File: src/rtl/lcd_pkg.sv
// Shared definitions for the HD44780 frame transmitter: command bytes,
// sequencer/write-engine encodings, the request triple and the menu string table.
package lcd_pkg;

    localparam logic [7:0] FUNC_SET  = 8'h38;
    localparam logic [7:0] DISP_ON   = 8'h0F;
    localparam logic [7:0] ENTRY     = 8'h06;
    localparam logic [7:0] CLEAR     = 8'h01;
    localparam logic [7:0] SET_DDRAM = 8'h80;
    localparam logic [7:0] LINE2     = 8'h40;

    localparam int INIT_LEN = 6;

    typedef enum logic [2:0] {
        ST_PWR_WAIT,
        ST_INIT,
        ST_IDLE,
        ST_ADDR1,
        ST_LINE1,
        ST_ADDR2,
        ST_LINE2,
        ST_CURS
    } lcd_state_t;

    typedef enum logic [1:0] {
        PH_SETUP,
        PH_EN_HI,
        PH_WAIT
    } wr_phase_t;

    typedef struct packed {
        logic [4:0] index1;
        logic [4:0] index2;
        logic [7:0] cursor_pos;
    } lcd_req_t;

    // 32 entries of exactly 16 characters; entry 31 is the blank line.
    localparam logic [127:0] STR_TABLE [32] = '{
        "MAIN MENU       ",
        "SET TIME        ",
        "SET ALARM       ",
        "BRIGHTNESS      ",
        "CONTRAST        ",
        "VOLUME          ",
        "LANGUAGE        ",
        "ABOUT           ",
        "HOURS: 00-23    ",
        "MINUTES: 00-59  ",
        "ALARM ON        ",
        "ALARM OFF       ",
        "SAVED           ",
        "CANCELLED       ",
        "ERROR           ",
        "PLEASE WAIT...  ",
        "LEVEL 1         ",
        "LEVEL 2         ",
        "LEVEL 3         ",
        "LEVEL 4         ",
        "ENGLISH         ",
        "DEUTSCH         ",
        "FRANCAIS        ",
        "ESPANOL         ",
        "FW VER 1.0      ",
        "HW REV B        ",
        "< BACK          ",
        "> NEXT          ",
        "[ OK ]          ",
        "0123456789ABCDEF",
        "abcdefghijklmnop",
        "                "
    };

    // Power-on command sequence: function set three times, display on, entry mode, clear.
    function automatic logic [7:0] init_cmd(input logic [3:0] step);
        case (step)
            4'd0, 4'd1, 4'd2: init_cmd = FUNC_SET;
            4'd3:             init_cmd = DISP_ON;
            4'd4:             init_cmd = ENTRY;
            default:          init_cmd = CLEAR;
        endcase
    endfunction

    // Character 0 of a string literal sits in the most significant byte.
    function automatic logic [7:0] str_char(input logic [4:0] index, input logic [3:0] char_idx);
        logic [127:0] s;
        s = STR_TABLE[index];
        str_char = s[{~char_idx, 3'b000} +: 8];
    endfunction

endpackage

File: src/rtl/lcd_frame_tx_rom.sv
// Menu string ROM with a single registered read port.
module lcd_string_rom
    import lcd_pkg::*;
(
    input  logic       clk,
    input  logic [4:0] index,
    input  logic [3:0] char_idx,
    output logic [7:0] char
);

    // One-cycle read latency; contents are constant so no reset is needed.
    always_ff @(posedge clk) begin
        char <= str_char(index, char_idx);
    end

endmodule

File: src/rtl/lcd_frame_tx.sv
// HD44780 8-bit bus driver: power-on init, then two 16-character lines plus a
// cursor placement per new request; lcd_done tells the menu controller the
// requested screen is on the glass.
module lcd_frame_tx
    import lcd_pkg::*;
#(
    parameter int PWR_CYC = 750_000,
    parameter int CMD_CYC = 2_500,
    parameter int CLR_CYC = 100_000,
    parameter int E_CYC   = 25
) (
    input  logic       clk,
    input  logic       reset_n,
    input  logic       begin_tx,
    input  logic [4:0] index1,
    input  logic [4:0] index2,
    input  logic [7:0] cursor_pos,
    output logic       lcd_done,
    output logic [7:0] lcd_data,
    output logic       lcd_rs,
    output logic       lcd_rw,
    output logic       lcd_en
);

    localparam int MAX_A   = (PWR_CYC > CLR_CYC) ? PWR_CYC : CLR_CYC;
    localparam int MAX_B   = (CMD_CYC > E_CYC) ? CMD_CYC : E_CYC;
    localparam int MAX_CYC = (MAX_A > MAX_B) ? MAX_A : MAX_B;
    localparam int CNT_W   = (MAX_CYC > 2) ? $clog2(MAX_CYC) : 1;

    localparam logic [CNT_W-1:0] PWR_LAST = CNT_W'(PWR_CYC - 1);
    localparam logic [CNT_W-1:0] CMD_LAST = CNT_W'(CMD_CYC - 1);
    localparam logic [CNT_W-1:0] CLR_LAST = CNT_W'(CLR_CYC - 1);
    localparam logic [CNT_W-1:0] E_LAST   = CNT_W'(E_CYC - 1);

    lcd_state_t       state;
    wr_phase_t        phase;
    logic [CNT_W-1:0] cnt;
    logic [3:0]       char_idx;
    logic             shown_valid;
    lcd_req_t         req;
    lcd_req_t         shown;
    lcd_req_t         triple;

    logic             req_new;
    logic             capture;
    logic             frame_end;
    logic [CNT_W-1:0] wait_last;

    lcd_state_t       nxt_state;
    logic [3:0]       nxt_idx;
    logic [7:0]       nxt_data;
    logic             nxt_rs;

    logic [4:0]       rom_index;
    logic [3:0]       rom_char_idx;
    logic [7:0]       rom_char;

    assign triple    = {index1, index2, cursor_pos};
    assign req_new   = begin_tx && (!shown_valid || (triple != shown));
    assign capture   = (state == ST_IDLE) && req_new;
    assign wait_last = (!lcd_rs && (lcd_data == CLEAR)) ? CLR_LAST : CMD_LAST;
    assign frame_end = (state == ST_CURS) && (phase == PH_WAIT) && (cnt == wait_last);
    assign lcd_done  = (state == ST_IDLE) && shown_valid && !(begin_tx && (triple != shown));
    assign lcd_rw    = 1'b0;

    // The ROM always looks one character ahead so its registered output is
    // settled by the time the next write's SETUP loads it onto the bus.
    assign rom_index    = ((state == ST_ADDR1) || (state == ST_LINE1)) ? req.index1 : req.index2;
    assign rom_char_idx = ((state == ST_LINE1) || (state == ST_LINE2)) ? char_idx + 4'd1 : 4'd0;

    lcd_string_rom u_rom (
        .clk      (clk),
        .index    (rom_index),
        .char_idx (rom_char_idx),
        .char     (rom_char)
    );

    // Decide the sequencer step and bus value that follow the current write.
    always_comb begin
        nxt_state = state;
        nxt_idx   = char_idx;
        nxt_data  = lcd_data;
        nxt_rs    = lcd_rs;
        case (state)
            ST_INIT: begin
                if (char_idx == 4'(INIT_LEN - 1)) begin
                    nxt_state = ST_IDLE;
                end else begin
                    nxt_idx  = char_idx + 4'd1;
                    nxt_data = init_cmd(char_idx + 4'd1);
                    nxt_rs   = 1'b0;
                end
            end
            ST_ADDR1: begin
                nxt_state = ST_LINE1;
                nxt_idx   = 4'd0;
                nxt_data  = rom_char;
                nxt_rs    = 1'b1;
            end
            ST_LINE1: begin
                if (char_idx == 4'd15) begin
                    nxt_state = ST_ADDR2;
                    nxt_data  = SET_DDRAM | LINE2;
                    nxt_rs    = 1'b0;
                end else begin
                    nxt_idx  = char_idx + 4'd1;
                    nxt_data = rom_char;
                    nxt_rs   = 1'b1;
                end
            end
            ST_ADDR2: begin
                nxt_state = ST_LINE2;
                nxt_idx   = 4'd0;
                nxt_data  = rom_char;
                nxt_rs    = 1'b1;
            end
            ST_LINE2: begin
                if (char_idx == 4'd15) begin
                    nxt_state = ST_CURS;
                    nxt_data  = SET_DDRAM | {1'b0, req.cursor_pos[6:0]};
                    nxt_rs    = 1'b0;
                end else begin
                    nxt_idx  = char_idx + 4'd1;
                    nxt_data = rom_char;
                    nxt_rs   = 1'b1;
                end
            end
            ST_CURS: begin
                nxt_state = ST_IDLE;
            end
            default: begin
                nxt_state = state;
            end
        endcase
    end

    // Sequencer and write engine: SETUP (1) -> EN_HI (E_CYC) -> WAIT (CMD/CLR).
    always_ff @(posedge clk or negedge reset_n) begin
        if (!reset_n) begin
            state       <= ST_PWR_WAIT;
            phase       <= PH_SETUP;
            cnt         <= '0;
            char_idx    <= '0;
            shown_valid <= 1'b0;
            lcd_data    <= '0;
            lcd_rs      <= 1'b0;
            lcd_en      <= 1'b0;
        end else begin
            case (state)
                ST_PWR_WAIT: begin
                    if (cnt == PWR_LAST) begin
                        state    <= ST_INIT;
                        phase    <= PH_SETUP;
                        cnt      <= '0;
                        char_idx <= '0;
                        lcd_data <= init_cmd(4'd0);
                        lcd_rs   <= 1'b0;
                    end else begin
                        cnt <= cnt + 1'b1;
                    end
                end
                ST_IDLE: begin
                    if (capture) begin
                        state    <= ST_ADDR1;
                        phase    <= PH_SETUP;
                        cnt      <= '0;
                        lcd_data <= SET_DDRAM;
                        lcd_rs   <= 1'b0;
                    end
                end
                default: begin
                    case (phase)
                        PH_SETUP: begin
                            phase  <= PH_EN_HI;
                            lcd_en <= 1'b1;
                            cnt    <= '0;
                        end
                        PH_EN_HI: begin
                            if (cnt == E_LAST) begin
                                phase  <= PH_WAIT;
                                lcd_en <= 1'b0;
                                cnt    <= '0;
                            end else begin
                                cnt <= cnt + 1'b1;
                            end
                        end
                        default: begin
                            if (cnt == wait_last) begin
                                state    <= nxt_state;
                                char_idx <= nxt_idx;
                                phase    <= PH_SETUP;
                                cnt      <= '0;
                                lcd_data <= nxt_data;
                                lcd_rs   <= nxt_rs;
                                if (frame_end) begin
                                    shown_valid <= 1'b1;
                                end
                            end else begin
                                cnt <= cnt + 1'b1;
                            end
                        end
                    endcase
                end
            endcase
        end
    end

    // Request snapshot and last-displayed triple; shown_valid qualifies shown.
    always_ff @(posedge clk) begin
        if (capture) begin
            req <= triple;
        end
        if (frame_end) begin
            shown <= req;
        end
    end

endmodule

File: config.mk
export PLATFORM = sky130hd
export DESIGN_NAME = lcd_frame_tx
export DESIGN_NICKNAME = d
export VERILOG_FILES = /design/src/rtl/lcd_pkg.sv /design/src/rtl/lcd_frame_tx_rom.sv /design/src/rtl/lcd_frame_tx.sv
export SDC_FILE = /design/constraint.sdc
export NUM_CORES = 1
export LEC_CHECK = 0
export CAP_MARGIN = 20
export CELL_PAD_IN_SITES_DETAIL_PLACEMENT = 1
export CELL_PAD_IN_SITES_GLOBAL_PLACEMENT = 1
export CORE_MARGIN = 10
export CORE_UTILIZATION = 51
export DETAILED_ROUTE_END_ITERATION = 12
export GPL_TIMING_DRIVEN = 0
export HOLD_SLACK_MARGIN = 0.06
export PLACE_DENSITY_LB_ADDON = 0.25
export SKIP_CTS_REPAIR_TIMING = 1
export SYNTH_ARGS = -nofsm -noshare
export SYNTH_HDL_FRONTEND = slang
export SYNTH_SLANG_ARGS = --single-unit
File: constraint.sdc
create_clock -name clk -period 10.1 [get_ports clk]
set_input_delay 1.01 -clock clk [delete_from_list [all_inputs] [get_ports clk]]
set_output_delay 1.01 -clock clk [all_outputs]
set_load 0.02 [all_outputs]
# == Word level (Yosys, flattened, before mapping) ==
# Memories as Yosys holds them, arrays and structs flattened.
# Index checks and enable logic that the tools add are counted.
# word_totals
out_inout_bits,12
register_bits,84
word_cells,147
mem_bits_ro,4096
mem_count,1
in_bits,21
# op_classes
n_mux,53
reduce_logical,37
shift,1
n_bitwise,5
n_eq_ne,32
add_sub_neg,2
magnitude_cmp,1
# mem_list
memory,words,width,rd,rd_ports_with_merged_regs,wr,line,rtl
(name not given),32,128,1,0,0,lcd_pkg.sv:86,s = STR_TABLE[index];
# op_table
op,count
$mux 128,2
$shiftx 128x8->8,1
$mux 20,4
$pmux 20 s2,2
$mux 8,7
$pmux 8 s4,1
$mux 4,6
$mux 3,7
$add 20x1->20 const B,1
$eq 20x17->1,1
$eq 20x20->1 const B,1
$eq 20x5->1 const B,1
$ne 18x18->1,1
$pmux 3 s6,1
$pmux 6 s3,1
$mux 17,1
$pmux 8 s2,1
$eq 3x3->1 const B,4
$pmux 4 s3,1
$reduce_and 6->1,2
$reduce_bool 5->1,2
$eq 4x2->1 const B,2
$eq 4x3->1 const B,2
$eq 8x1->1 const B,1
44 further kinds,78

# == Depth between registers and ports, before layout ==
# logic_depth
word_depth,9
ltp_mapped,17
ltp_nobuf,12

# == By module ==
# Synthesis repeated with hierarchy kept, for this count alone.
# hier_totals
hier_cells,932
hier_area_um2,7519.7
# modules_own_cells
mod,n_inst,seq_area_each_um2,cells_per_inst,area_per_inst_um2
lcd_frame_tx,1,2082.0,429,4337.9
lcd_string_rom,1,140.1,503,3181.8

# == Least setup slack after synthesis ==
# OpenSTA, ideal clock, no wires.
# synth_timing
path_kind,register -> register
from,register state[0]
to,register u_rom.char[6]
path_buffers,3
setup_time_ns,0.059
required_ns,10.041
path_slack_ns,6.766
arrival_ns,3.275
path_stages_with_launch,14
period_less_slack_ns,3.334
path_cell_list,dfrtp_1 -> or3b_2 -> a2bb2oi_1 -> or2_2 -> clkbuf_2 -> clkbuf_1 -> ha_1 -> clkbuf_1 -> o21ai_0 -> or3_1 -> a21oi_1 -> a21oi_1 -> o21ai_0 -> o311a_1
# synth_via
elab_chain_len,8
word_cells_on_any_way,13
classes_between,3 x eq/ne; 1 x shift; 4 x mux; 2 x bitwise; 2 x reduce/logical; 1 x memory
# synth_lines
element,line,rtl
from (decl),lcd_frame_tx.sv:35,lcd_state_t state;
from (signal assigned),lcd_frame_tx.sv:189,state <= nxt_state;
$eq 3x2->1 or $eq 3x3->1 (tied branches),"lcd_frame_tx.sv:68, lcd_frame_tx.sv:69",
$logic_or 1x1->1,lcd_frame_tx.sv:68,assign rom_index = ((state == ST_ADDR1) || (state == ST_LINE1)) ? req.index1 : req.index2;
$mux 5,lcd_frame_tx.sv:68,
$not 5->6 (implied by the code),lcd_pkg.sv:86,
$mem_v2 32x128,--,
$mux 128 (implied by the code) (2 in series),lcd_pkg.sv:86,
$shiftx 128x8->8 *,lcd_pkg.sv:87,"str_char = s[{~char_idx, 3'b000} +: 8];"
to (signal assigned),lcd_frame_tx_rom.sv:13,"char <= str_char(index, char_idx);"
to (decl),lcd_frame_tx_rom.sv:8,output logic [7:0] char
# Every way passes the cells marked *; elsewhere a longest branch is shown, timed or not. The select of a mux whose other input is x is not followed.
# A chain may end at the register's enable or synchronous reset.

# == Final worst setup path ==
# layout_timing
from,register state[2]
to,register u_rom.char[4]
# The elaborated chain is that of the path after synthesis.

==> qor.yml <==
floorplan:
  ios: 33
  dieArea_um2: 20000
  initial_core_util: 0.518
  core_um2: 14500
  num_rows: 44
  die_w_um: 141
  fp.dieH_um: 141
clocking:
  cts_buffer_depth: 2
  htreeDepth: 3
  cts_sinks: 83
  numCtsBuffers: 9
  cts_tree: "done"
  clk_pin_slew_ps: 70
  worstSkewPairLatency_ps: 370
  cts_root_buf: "clkbuf_16"
placed_design:
  dp.cells: 1163
  gp_congestion: 1.21
  place_ws_ps: 5170
  placed_cell_area_um2: 8080
  dp_hpwl_mm: 28.4
  port_buffers: 31
global_route:
  grt_pass1_vias: 9816
  grt_overflow: 0
  grt_start_max_net_pins: 37
  antenna_found_initial: 0
  grt_pass1_wl_mm: 64.8
  grtUsageTotal: 0.425
cells_and_area:
  final_util: 0.579
  final_cell_area_um2: 8380
  seq_area_um2: 2220
  fill_cells: 1760
  multi_input_area_um2: 4840
  layout_commonest_cell: "o21ai_0"
  nNetsFinal: 1035
  n_antenna_cell: 0
  area_delta_synth_final_pct: 11.8
  final_layout_size_suffix_gt1_frac: 0.0731
  final_cell_mix: "o21ai_0 (84), nand2_1 (79), nor2_1 (63)"
  stdcell_count: 1183
synthesis:
  yosysSeqAreaShare: 0.296
  synth_edf_count: 36
  synth_cells: 944
  synth-seq-cells: 83
  synth_fp_nets: 985
  yosys.area.top_type: "edfxtp_1"
  async_flop_share: 0.482
  synth.avg_cell_area_um2: 7.95
  synth_top_area_share: 0.144
  ys_types: 84
  synth_warnings: 0
  synth.cell_area_um2: 7500
  synth-main-ff-cell: "dfrtp_1"
  synth_area_leaders: "edfxtp_1 (14%), dfrtp_1 (13%), o21ai_0 (5.7%)"
power:
  leakage_nw: 2.94
  p_per_area_nw_per_um2: 93.7
  p_sw_frac: 0.287
  p_int_uw: 560
  p_total_uw: 786
  p_seq_frac: 0.494
  ir_worst_vdd_uv: 90.2
  switchingPower_uw: 225
  combinationalPowerShare: 0.086
  clkPwrFrac: 0.420
routing:
  wirelength_mm: 43.3
  wire_per_inst_um: 36.6
  drtIter0Drc: 1958
  drc: 0
  viasPerCell: 8.24
  firstDrtPassIters: 7
  antenna_left: 0
  num_vias: 9745
critical_path:
  cpPeakStageDelay_ps: 880
  crit_arrival_ps: 5940
  reg2reg_from: "state[2]$_DFFE_PN0P_"
  worstPathRequired_ps: 10260
  crit_start: "state[2]$_DFFE_PN0P_"
  slowest_stage: "o21ai_0"
  criticalPathCategory: "reg -> reg"
  crit_family: "compound AO/OA/AOI/OAI gates"
  start_kind: "register"
  crit_path_end_kind: "register"
  worst-path-buf-inv: 4
  path_cells: "buf_2 -> a21boi_0 -> a2bb2oi_1 -> or2_2 -> clkbuf_2 -> clkbuf_1 -> ha_1 -> clkbuf_1 -> o21ai_0 -> a21oi_1 -> o21ai_0 -> a21oi_1 -> o41ai_1 -> o311ai_0"
  path_max_fanout: 16
timing:
  finalSetupTns_ps: 0
  period_minus_slack_ps: 5770
  hold_slack_ps: 491
  finalSetupViolCount: 0
  drv_slew: 0
  tightest_slew_ps: 1140
  fin_ws_ps: 4330
  fin_crit_sh: 0.572
  finClkSkew_ps: 8.97
  max_slew_margin: 0.233
  max_freq_mhz: 173
  rsz0062_at_grt: "false"
  hold_violations: 0
status:
  status: "complete, no violations"
min_path:
  min_path_type: "in -> async"
flow_run:
  cap_violations: 0
==> cells in the mapped netlist (9+ instances only) <==
cell,number
xor2_1,9
clkbuf_1,54
and2_1,9
o211ai_1,23
buf_1,10
o21ai_0,85
a21oi_1,51
buf_2,21
nand4_1,18
a21o_1,12
nand2_1,79
edfxtp_1,36
nor4_1,17
dfrtp_1,40
xnor2_1,26
nor3_1,26
a221oi_1,11
inv_1,15
o22ai_1,9
a31oi_1,20
and3_1,11
a211oi_1,22
ha_1,20
o31ai_1,13
mux2i_1,13
nand3_1,49
nor2_1,64
==> logic make-up after synthesis <==
| kind of cell | after synthesis | synth area share |
|---|---|---|
| compound gates | 359 | 0.331 |
| simple gates | 323 | 0.217 |
| buf+inv | 106 | 0.0582 |
| flops | 83 | 0.296 |
| xor+xnor | 35 | 0.0409 |
| fa+ha+maj | 20 | 0.0334 |
| mux | 17 | 0.0234 |
| other cells | 1 | 0.000500 |
==> metal layers <==
layer	routed length [um]	share of wire	up-vias	GRT usage
li1	-	-	3735	-
met1	14500	0.33	4515	0.475
met2	18400	0.43	1118	0.633
met3	6230	0.14	377	0.180
met4	4140	0.096	0	0.320
met5	0	0	-	0
==> cell type report <==
class | instances | area share
Multi-Input combinational cell | 755 | 0.578
Sequential cell | 83 | 0.265
Clock buffer | 9 | 0.0269
Tap cell | 184 | 0.0275
Inverter | 18 | 0.00806
Clock inverter | 7 | 0.00612
Timing Repair Buffer | 39 | 0.0445
Buffer | 88 | 0.0440
==> worst paths after layout <==
| kind | end | slack (ps) | cells after the start |
|---|---|---|---|
| max in group asynchronous | cnt[3]$_DFFE_PN0N_ | 9140 | 2 |
| hold / removal | state[2]$_DFFE_PN0P_ | 490 | 1 |
| setup / recovery | u_rom.char[4]$_DFF_P_ | 4330 | 14 |
| hold reg to reg | shown[7]$_DFFE_PP_ | 500 | 0 |
| setup reg to reg | u_rom.char[4]$_DFF_P_ | 4330 | 14 |
| min in group clk | shown[7]$_DFFE_PP_ | 500 | 0 |
==> flip-flops by register name, summed over array words and instances (netlist names), 2 cells and up <==
signal / flops
cnt: 20
req: 18
char_idx: 4
u_rom.char: 7
shown: 18
phase: 2
lcd_data: 8
state: 3
==> power by group through the flow <==
stage	clock network [mW]	logic, mW	registers (mW)
4_1_cts	0.325	0.0665	0.385
3_5_place_dp	0	0.0622	0.390
6_report	0.330	0.0678	0.388
3_3_place_gp	0	0.0546	0.387
2_1_floorplan	0	0.0362	0.382
5_1_grt	0.337	0.0738	0.388
Power figures use the tool's default switching activity.
